`config.mk`:
```
export PLATFORM = sky130hd
export DESIGN_NAME = uart_rx_ctrl
export DESIGN_NICKNAME = d
export VERILOG_FILES = /design/src/rtl/uart_rx_ctrl.sv
export SDC_FILE = /design/constraint.sdc
export NUM_CORES = 1
export LEC_CHECK = 0
export BUFFER_PORTS_ARGS = -buffer_cell sky130_fd_sc_hd__buf_2
export CORE_ASPECT_RATIO = 0.5
export CORE_MARGIN = 8
export CORE_UTILIZATION = 47
export DETAILED_ROUTE_END_ITERATION = 7
export PLACE_DENSITY = 0.68
export SKIP_CTS_REPAIR_TIMING = 1
export SYNTH_ARGS = -nofsm -noshare
export SYNTH_HDL_FRONTEND = slang
export SYNTH_SLANG_ARGS = --single-unit
```
`constraint.sdc`:
```
create_clock -name clk -period 2.8 [get_ports clk]
set_input_delay 0.42 -clock clk [delete_from_list [all_inputs] [get_ports clk]]
set_output_delay 0.42 -clock clk [all_outputs]
set_load 0.02 [all_outputs]
```
`src/rtl/uart_rx_ctrl.sv`:
```
// Receive-side sequencer for the oversampling UART core: divider tick, one-cycle
// capture of each received byte into a small FIFO, and sticky/saturating status.
module uart_rx_ctrl #(
    parameter int Oversample = 16,
    parameter int FifoDepth  = 4,
    parameter int DivWidth   = 16
) (
    input  logic                           clk,
    input  logic                           nReset,
    input  logic                           rxEnable,
    input  logic [DivWidth-1:0]            baudDiv,
    input  logic                           flush,
    output logic                           rxEn,
    input  logic                           rxDone,
    input  logic                           rxErr,
    input  logic [7:0]                     rxData,
    output logic [7:0]                     outData,
    output logic                           outValid,
    input  logic                           outReady,
    output logic [$clog2(FifoDepth+1)-1:0] fifoCount,
    output logic                           overrun,
    output logic [7:0]                     frameErrCount,
    input  logic                           clearStatus
);

    localparam int PtrW = $clog2(FifoDepth);
    localparam int CntW = $clog2(FifoDepth + 1);

    if (FifoDepth < 2 || (FifoDepth & (FifoDepth - 1)) != 0 || Oversample < 1) begin : g_param_check
        $error("uart_rx_ctrl: FifoDepth must be a power of two >= 2 and Oversample >= 1");
    end

    logic [DivWidth-1:0] tick_cnt_reg;
    logic                rx_en_reg;
    logic                pending_reg;
    logic [7:0]          mem_reg [FifoDepth];
    logic [PtrW-1:0]     wr_ptr_reg;
    logic [PtrW-1:0]     rd_ptr_reg;
    logic [CntW-1:0]     count_reg;
    logic                overrun_reg;
    logic [7:0]          err_cnt_reg;

    logic                full;
    logic                pop;
    logic                push;
    logic                push_ok;
    logic                drop;
    logic [7:0]          err_base;
    logic [7:0]          err_next;

    // Tick generator: the counter is held at baudDiv while disabled, so a
    // re-enable always waits a full divider period before the first tick.
    always_ff @(posedge clk or negedge nReset) begin
        if (!nReset) begin
            tick_cnt_reg <= '0;
            rx_en_reg    <= 1'b0;
        end else if (!rxEnable) begin
            tick_cnt_reg <= baudDiv;
            rx_en_reg    <= 1'b0;
        end else if (tick_cnt_reg == '0) begin
            tick_cnt_reg <= baudDiv;
            rx_en_reg    <= 1'b1;
        end else begin
            tick_cnt_reg <= tick_cnt_reg - DivWidth'(1);
            rx_en_reg    <= 1'b0;
        end
    end

    assign outValid  = (count_reg != '0);
    assign fifoCount = count_reg;
    assign outData   = outValid ? mem_reg[rd_ptr_reg] : 8'h00;

    assign full    = (count_reg == CntW'(FifoDepth));
    assign pop     = outValid && outReady;
    assign push    = pending_reg && !flush;
    assign push_ok = push && (!full || pop);
    assign drop    = push && full && !pop;

    // The byte belonging to rxDone arrives one clock later, hence the pending flag.
    always_ff @(posedge clk or negedge nReset) begin
        if (!nReset) begin
            pending_reg <= 1'b0;
            wr_ptr_reg  <= '0;
            rd_ptr_reg  <= '0;
            count_reg   <= '0;
            for (int i = 0; i < FifoDepth; i++) begin
                mem_reg[i] <= 8'h00;
            end
        end else if (flush) begin
            pending_reg <= 1'b0;
            wr_ptr_reg  <= '0;
            rd_ptr_reg  <= '0;
            count_reg   <= '0;
        end else begin
            pending_reg <= rxDone && !rxErr;
            if (push_ok) begin
                mem_reg[wr_ptr_reg] <= rxData;
                wr_ptr_reg          <= wr_ptr_reg + PtrW'(1);
            end
            if (pop) begin
                rd_ptr_reg <= rd_ptr_reg + PtrW'(1);
            end
            case ({push_ok, pop})
                2'b10:   count_reg <= count_reg + CntW'(1);
                2'b01:   count_reg <= count_reg - CntW'(1);
                default: count_reg <= count_reg;
            endcase
        end
    end

    // Clear is applied before same-cycle events so a coincident event survives it.
    always_comb begin
        err_base = clearStatus ? 8'h00 : err_cnt_reg;
        err_next = err_base;
        if (rxErr && err_base != 8'hFF) begin
            err_next = err_base + 8'd1;
        end
    end

    always_ff @(posedge clk or negedge nReset) begin
        if (!nReset) begin
            overrun_reg <= 1'b0;
            err_cnt_reg <= 8'h00;
        end else begin
            overrun_reg <= (overrun_reg && !clearStatus) || drop;
            err_cnt_reg <= err_next;
        end
    end

    assign rxEn          = rx_en_reg;
    assign overrun       = overrun_reg;
    assign frameErrCount = err_cnt_reg;

endmodule

```
=== Word level (Yosys, flattened, before mapping) ===
Cells that the tools add are included.
W data, S select, Z words.

* Register bits: 66
* Latch bits: 0
* Bits in writable memories: 0
* Bits in read-only memories: 0
* Bits of input ports: 32
* Output and inout port bits: 22
* Logic and storage cells: 70
* Memories: 0

* $add $sub $neg: 6
* Multipliers: 0
* Div/mod/pow operators: 0
* Order comparisons: 3
* Equality and inequality tests: 4
* Shift operators: 0
* Multiplexer cells: 20
* Bitwise logic cells: 3
* Reductions and logical operators: 22

{| class="wikitable"
|+ Operators by type and width
! kind !! count
|-
| $mux W8 || 6
|-
| $bwmux W32 || 1
|-
| $mux W16 || 2
|-
| $bmux W8 S2 || 1
|-
| $demux W8 S2 || 1
|-
| $logic_not A16 Y1 || 1
|-
| $sub A16 B1 Y16 const B || 1
|-
| $logic_and A1 B1 Y1 || 9
|-
| $add A8 B1 Y8 const B || 1
|-
| $mux W2 || 4
|-
| $ne A8 B8 Y1 const B || 1
|-
| $ge A3 B3 Y1 const B || 2
|-
| $not A2 Y3 || 2
|-
| $pmux W3 S2 || 1
|-
| $reduce_bool A3 Y1 || 2
|-
| $logic_not A1 Y1 || 5
|-
| $add A2 B1 Y2 const B || 2
|-
| $reduce_bool A2 Y1 || 2
|-
| $add A3 B1 Y3 const B || 1
|-
| $eq A3 B3 Y1 const B || 1
|-
| $lt A3 B1 Y1 const B || 1
|-
| $mux W1 || 3
|-
| $mux W3 || 1
|-
| $sub A3 B1 Y3 const B || 1
|-
| other kinds (5) || 6
|}

=== Longest topological paths before layout ===
Gate-level depths: netlist of run 1.

* Depth in word-level cells: 7
* Gate-level depth with buffers: 8
* Gate-level depth less buffers: 6

=== Least setup slack after synthesis of run 1 ===
No wires, ideal clock.

* Kind: reg2reg
* Start: register count_reg[0], in the netlist fifoCount[0]
* End: register count_reg[2], in the netlist fifoCount[2]
* Setup time: 0.078 ns
* Data arrival time: 2.576 ns
* Data required time: 2.722 ns
* Path slack: 0.146 ns
* Stages on the path, launching flop included: 9
* Buffers on the path: 2
* Clock period less this slack: 2.654 ns
* Path through: dfrtp_1 -> clkbuf_1 -> or3_1 -> clkbuf_1 -> and3_1 -> fa_1 -> or3_1 -> a21o_1 -> a21oi_1

* Word-level cells in the longest chain between the ends: 7
* Elaborated cells on any way between the ends: 13
* Those cells by class: 2 x add/sub; 3 x eq/ne; 2 x mux; 6 x reduce/logical

{| class="wikitable"
|+ RTL lines
! element !! RTL line !! text
|-
| start, declared || 39 || <nowiki>logic [CntW-1:0] count_reg;</nowiki>
|-
| start signal, assigned || 104 || <nowiki>2'b10: count_reg <= count_reg + CntW'(1);</nowiki>
|-
| start signal, assigned || 105 || <nowiki>2'b01: count_reg <= count_reg - CntW'(1);</nowiki>
|-
| start signal, assigned || 106 || <nowiki>default: count_reg <= count_reg;</nowiki>
|-
| $reduce_bool A3 Y1 (*) || 69 || <nowiki>assign outValid = (count_reg != '0);</nowiki>
|-
| named net outValid || 18 || <nowiki>output logic outValid,</nowiki>
|-
| $logic_and A1 B1 Y1 (*) || 74 || <nowiki>assign pop = outValid && outReady;</nowiki>
|-
| $logic_or A1 B1 Y1 || 76 || <nowiki>assign push_ok = push && (!full || pop);</nowiki>
|-
| $logic_and A1 B1 Y1 || 76 ||
|-
| $eq A2 B1 Y1 / $eq A2 B2 Y1 (equally long branches) || 103 || <nowiki>case ({push_ok, pop})</nowiki>
|-
| $pmux W3 S2 || 103 ||
|-
| $mux W3 || 89 || <nowiki>end else if (flush) begin</nowiki>
|}

Mark *: on every way through the listed nets, which the timed path passes. The rest lies on a longest branch.
A chain may end at the register's enable or synchronous reset.

=== Final worst setup path of run 1 ===
* Start: register rd_ptr_reg[0]
* End: output outData[4]

* Word-level cells in the longest chain between the ends: 5

{| class="wikitable"
|+ RTL lines
! element !! RTL line !! text
|-
| start, declared || 38 || <nowiki>logic [PtrW-1:0] rd_ptr_reg;</nowiki>
|-
| start signal, assigned || 101 || <nowiki>rd_ptr_reg <= rd_ptr_reg + PtrW'(1);</nowiki>
|-
| $not A2 Y3 (not written as such) || 71 || <nowiki>assign outData = outValid ? mem_reg[rd_ptr_reg] : 8'h00;</nowiki>
|-
| $bmux W8 S2 || 71 ||
|-
| $mux W8 (not written as such) (2 in series) || 71 ||
|-
| $mux W8 || 71 ||
|-
| end, declared || 17 || <nowiki>output logic [7:0] outData,</nowiki>
|}

No other way between the ends. The select of a mux whose other input is x is not followed.

==> impl_metrics.toml, run 1 <==
[logic_synthesis]
synthesis.nets = 336
synth_edf_count = 0
synth_area_um2 = 3410
seq_area_frac_synth = 0.484
ys_types = 46
syn_avg_cell_area_um2 = 11.5
yosys_warnings = 0
async_reset_ff_frac = 1.00
synth_largest_area_cell = "dfrtp_1"
netlist_instances = 296
synth_seq_cells = 66
synth_area_leaders = "dfrtp_1 48%, mux2_2 11%, mux4_2 5.3%"
synth_top_area_share = 0.484
synth_flop_cell = "dfrtp_1"

[die]
ios = 54
dieArea_um2 = 10400
initial_core_util = 0.475
fp.dieW_um = 136
rows = 22
core_um2 = 7180
dieHeight_um = 76.2

[setup_path]
criticalPathCategory = "reg -> out"
critPathSlowestCell = "dfrtp_1"
r2r_setup_slack_ps = 510
reg2reg_from = "fifoCount[0]"
worstPathRequired_ps = 2380
reg2regPathDepth = 6
crit_path_cell_trace = "mux4_2 -> and2_1 -> buf_2"
path_max_fanout = 10
cp-end-kind = "primary output"
start_kind = "register"
cp.arrival_ps = 1950
regToRegEndpoint = "fifoCount[2]"
max_stage_delay_ps = 720

[drt]
ant_nets = 0
drc = 0
drt_wl_total_mm = 6.95
first_pass_iters = 4
wire_per_inst_um = 15.4
via_per_inst = 5.23
drtIter0Drc = 91
vias = 2365

[grt]
grt_overflow = 0
antenna_found_initial = 0
grt_pass1_wl_mm = 11.8
grt_pass1_vias = 2466
grt_util_all_layers = 0.143
grt_max_degree = 36

[placed_design]
dpl_worst_slack_ps = 515
port_buffers = 53
dp_hpwl_mm = 4.96
dpl-instance-area_um2 = 3770
gp_congestion = 0.804

[pwr]
ir_drop_v = 0.000435
pwr_density_cell_nw_per_um2 = 624
power.leakage_nw = 1.91

[timing]
worst_slack_ps = 426
worst_slew_pin_slew_ps = 842
final_max_slew_viol_count = 0
slew_headroom = 0.438
finClkSkew_ps = 6.57
fin_setup_tns_ps = 0
finalSetupViolations = 0
period_share = 0.848
hold_viol_final = 0
fmax_ghz = 0.421
rsz0062_at_grt = "no"
period_needed_ps = 2370

[min_path]
min-delay-path-class = "in -> async"

[final_layout]
multi_input_area_um2 = 1670
regArea_um2 = 1650
diodes = 0
largest_reg_flops = 32
drive_above_1_share = 0.346
design_area_um2 = 4050
nFillCells = 633
final_net_count = 391
area_growth_pct = 18.8

[outcome]
outcome = "finished, final reports clean"

[cts]
htree_levels = 3
clockBufferDepth = 2
tritoncts = "yes"
numCtsBuffers = 9
clkLatencyLatePin_ps = 330
cts.sinks = 66
clock-root-buffer = "clkbuf_16"
clkTransAtPathRegs_ps = 60

[flow_run]
drv_cap = 0
-- cell usage in the layout (no fill, tap or decap), types with 8 or more instances in the layout --
| master | Yosys | final |
|---|---|---|
| dfrtp_1 | 66 | 66 |
| buf_2 | 4 | 53 |
| mux2_2 | 33 | 33 |
| nand2_1 | 26 | 26 |
| o21ai_0 | 18 | 18 |
| nor2_1 | 12 | 12 |
| xnor2_1 | 11 | 11 |
| xor2_1 | 10 | 10 |
| clkbuf_16 | 0 | 9 |
| mux4_2 | 8 | 8 |
| and2_1 | 8 | 8 |
-- cell type report --
cell class,count,area share
Clock inverter,6,0.0105
Sequential cell,66,0.408
Multi-Input combinational cell,209,0.412
Inverter,7,0.00648
Tap cell,96,0.0296
Clock buffer,10,0.0590
Timing Repair Buffer,58,0.0747
-- synth_stat cells, types with 2 or more instances --
cell / n
dfrtp_1: 66
mux2_2: 33
nand2_1: 26
o21ai_0: 18
nor2_1: 12
xnor2_1: 11
xor2_1: 10
and2_1: 8
mux4_2: 8
clkbuf_1: 7
ha_1: 7
inv_1: 7
nor2b_1: 7
nor3_1: 6
nor4_1: 6
a21oi_1: 5
or3_1: 5
buf_2: 4
nand2_4: 4
nand2b_1: 4
nand3_1: 4
nand4_1: 4
nor3b_1: 3
a21o_1: 2
and3_1: 2
mux2i_1: 2
nand4b_1: 2
o21a_1: 2
o22ai_1: 2
or4_1: 2
or4b_1: 2
-- power by group --
| part | internal [mW] | switching (mW) | total, mW |
|---|---|---|---|
| sequential | 1.05 | 0.0809 | 1.13 |
| clock | 0.622 | 0.415 | 1.04 |
| combinational | 0.190 | 0.174 | 0.363 |
-- through the flow --
stage | utilization | cells | power, mW | hold slack (ps)
after detailed placement | 0.525 | 436 | 1.51 | 487
after floorplan | - | 296 | 1.38 | 124
after global placement | 0.525 | 436 | 1.49 | 481
after CTS | 0.564 | 452 | 2.56 | 185
after global routing | 0.564 | 452 | 2.66 | 227
final | 0.564 | 452 | 2.53 | 164
-- cells by family (layout without fill, tap and decap cells) --
family,Yosys count,in the layout,share of synthesized area
AO/OA/AOI/OAI,37,37,0.0712
XOR/XNOR,21,21,0.0539
adder cells (fa/ha/maj),8,8,0.0315
buffers and inverters,21,81,0.0260
flip-flops,66,66,0.484
multiplexers,43,43,0.168
AND/OR/NAND/NOR,100,100,0.165
-- how the worst max path moves through the flow --
| stage | start | to | slack (ps) | cells past startpoint |
|---|---|---|---|---|
| after CTS | rd_ptr_reg[0] | outData[4] | 360 | 3 |
| after detailed placement | fifoCount[0] | fifoCount[2] | 510 | 6 |
| after floorplan | fifoCount[0] | fifoCount[2] | 150 | 8 |
| final | rd_ptr_reg[0] | outData[4] | 430 | 3 |
| after global placement | fifoCount[0] | fifoCount[2] | 610 | 6 |
| after global routing | rd_ptr_reg[0] | outData[1] | 300 | 3 |
-- worst max-delay path, delay by kind of cell (launching register included) --
| family | cells | cell delay [ps] |
|---|---|---|
| flops | 1 | 720 |
| buf+inv | 1 | 150 |
| mux | 1 | 590 |
| simple gates | 1 | 170 |
-- routing by layer --
metal,vias to the layer above,share of wire,GRT usage
li1,1168,-,-
met1,1149,0.45,0.168
met2,40,0.49,0.233
met3,8,0.045,0.0586
met4,0,0.011,0.0468
met5,-,0,0
(Power assumes the default switching activity.)
==> run 2, diff against run 1 <==
==> constraint.sdc (replaced) <==
create_clock -name clk -period 2.41 [get_ports clk]
set_input_delay 0.3615 -clock clk [delete_from_list [all_inputs] [get_ports clk]]
set_output_delay 0.3615 -clock clk [all_outputs]
set_load 0.02 [all_outputs]
==> impl_metrics.toml, run 2 (synthesis results as in run 1) <==
[outcome]
outcome = "finished, final reports clean"

[grt]
grt_pass1_vias = 2612
grt_pass1_wl_mm = 12.5
antenna_found_initial = 0
grt_overflow = 0
grt_max_degree = 28
grt_util_all_layers = 0.153

[timing]
fmax_ghz = 0.467
period_share = 0.889
period_needed_ps = 2140
rsz0062_at_grt = "no"
slew_headroom = 0.417
finalSetupViolations = 0
final_max_slew_viol_count = 0
fin_setup_tns_ps = 0
finClkSkew_ps = 4.26
hold_viol_final = 0
hold_slack_ps = 235
worst_slew_pin_slew_ps = 872

[drt]
ant_nets = 0
vias = 2405
drt_wl_total_mm = 7.19
drtIter0Drc = 181
drc = 0
first_pass_iters = 4
via_per_inst = 5.27
wire_per_inst_um = 15.8

[final_layout]
final_common_cell = "dfrtp_1"
diodes = 0
drive_above_1_share = 0.361
stdcell_count = 456
final_net_count = 396
area_growth_pct = 22.2
largest_reg_flops = 32
final_cell_mix = "65 x dfrtp_1, 53 x buf_2, 33 x mux2_2"
nFillCells = 599

[placed_design]
gp_congestion = 0.829
dp_cells = 440
dp_hpwl_mm = 5.18
port_buffers = 53

[die]
dieHeight_um = 76.2
rows = 22
fp.dieW_um = 136
dieArea_um2 = 10400
initial_core_util = 0.475
ios = 54
core_um2 = 7180

[cts]
numCtsBuffers = 9
clockBufferDepth = 2
tritoncts = "yes"
clock-root-buffer = "clkbuf_16"
clkTransAtPathRegs_ps = 50
htree_levels = 3
clkLatencyLatePin_ps = 330
cts.sinks = 66

[setup_path]
path_max_fanout = 10
worstPathRequired_ps = 2670
cp-end-kind = "register"
start_kind = "register"
criticalPathCategory = "reg -> reg"
cp.arrival_ps = 2400

[pwr]
ir_drop_v = 0.000558
power.total_mw = 3.24
power.leakage_nw = 1.96
pwr_density_cell_nw_per_um2 = 778

[flow_run]
drv_cap = 0

[min_path]
min-delay-path-class = "in -> reg"
==> run 2: cell types whose count changed in the layout (fill, tap and decap cells not counted), sizes merged <==
cell,before,now
bufinv,0,3
dlygate4sd3,0,1
clkinv,4,1
clkinvlp,2,1
buf,58,62
==> run 2: worst paths after layout <==
| kind | startpoint | slack (ps) | cells past startpoint | endpoint |
|---|---|---|---|---|
| max | fifoCount[0] | 270 | 6 | fifoCount[2] |
| min | baudDiv[7] | 230 | 2 | tick_cnt_reg[7] |
| max reg2reg | fifoCount[0] | 270 | 6 | fifoCount[2] |
| min reg2reg | mem_reg[11] | 500 | 1 | mem_reg[11] |
| max in group asynchronous | nReset | 1240 | 3 | tick_cnt_reg[5] |
| min in group asynchronous | nReset | 480 | 2 | mem_reg[31] |
==> run 2: power breakdown <==
part	internal, mW	switching, mW
Combinational	0.230	0.216
Sequential	1.22	0.0849
Clock	1.03	0.466
==> run 2: routing by layer <==
metal	vias up	GRT usage	share of wire
met4	0	0.0457	0.011
met3	9	0.0638	0.056
li1	1173	-	-
met1	1178	0.176	0.44
met2	45	0.252	0.50
met5	-	0	0
==> run 2: worst max-delay path, stage by stage, from the launching register on <==
cell	delay (ps)
dfrtp_2	470
or3_4	410
and3_4	180
fa_2	410
or3_1	320
a21o_1	160
a21oi_1	130
==> run 2: final cells by class <==
cell class,instances,area (um^2),area share
sequential,66,1650,0.397
clock buffer,10,239,0.0574
inverter,7,26.3,0.00631
timing repair buffer,63,343,0.0823
multi-input combinational,209,1680,0.404
clock inverter,5,103,0.0246
tap,96,120,0.0288
==> run 2: per-stage QoR <==
| step | util | instance area (um^2) | setup WS [ps] |
|---|---|---|---|
| 2_1_floorplan | - | 3440 | 20.7 |
| 3_3_place_gp | 0.531 | 3810 | 325 |
| 3_5_place_dp | 0.531 | 3810 | 280 |
| 4_1_cts | 0.579 | 4160 | 261 |
| 5_1_grt | 0.580 | 4170 | 167 |
| 6_report | 0.580 | 4170 | 267 |
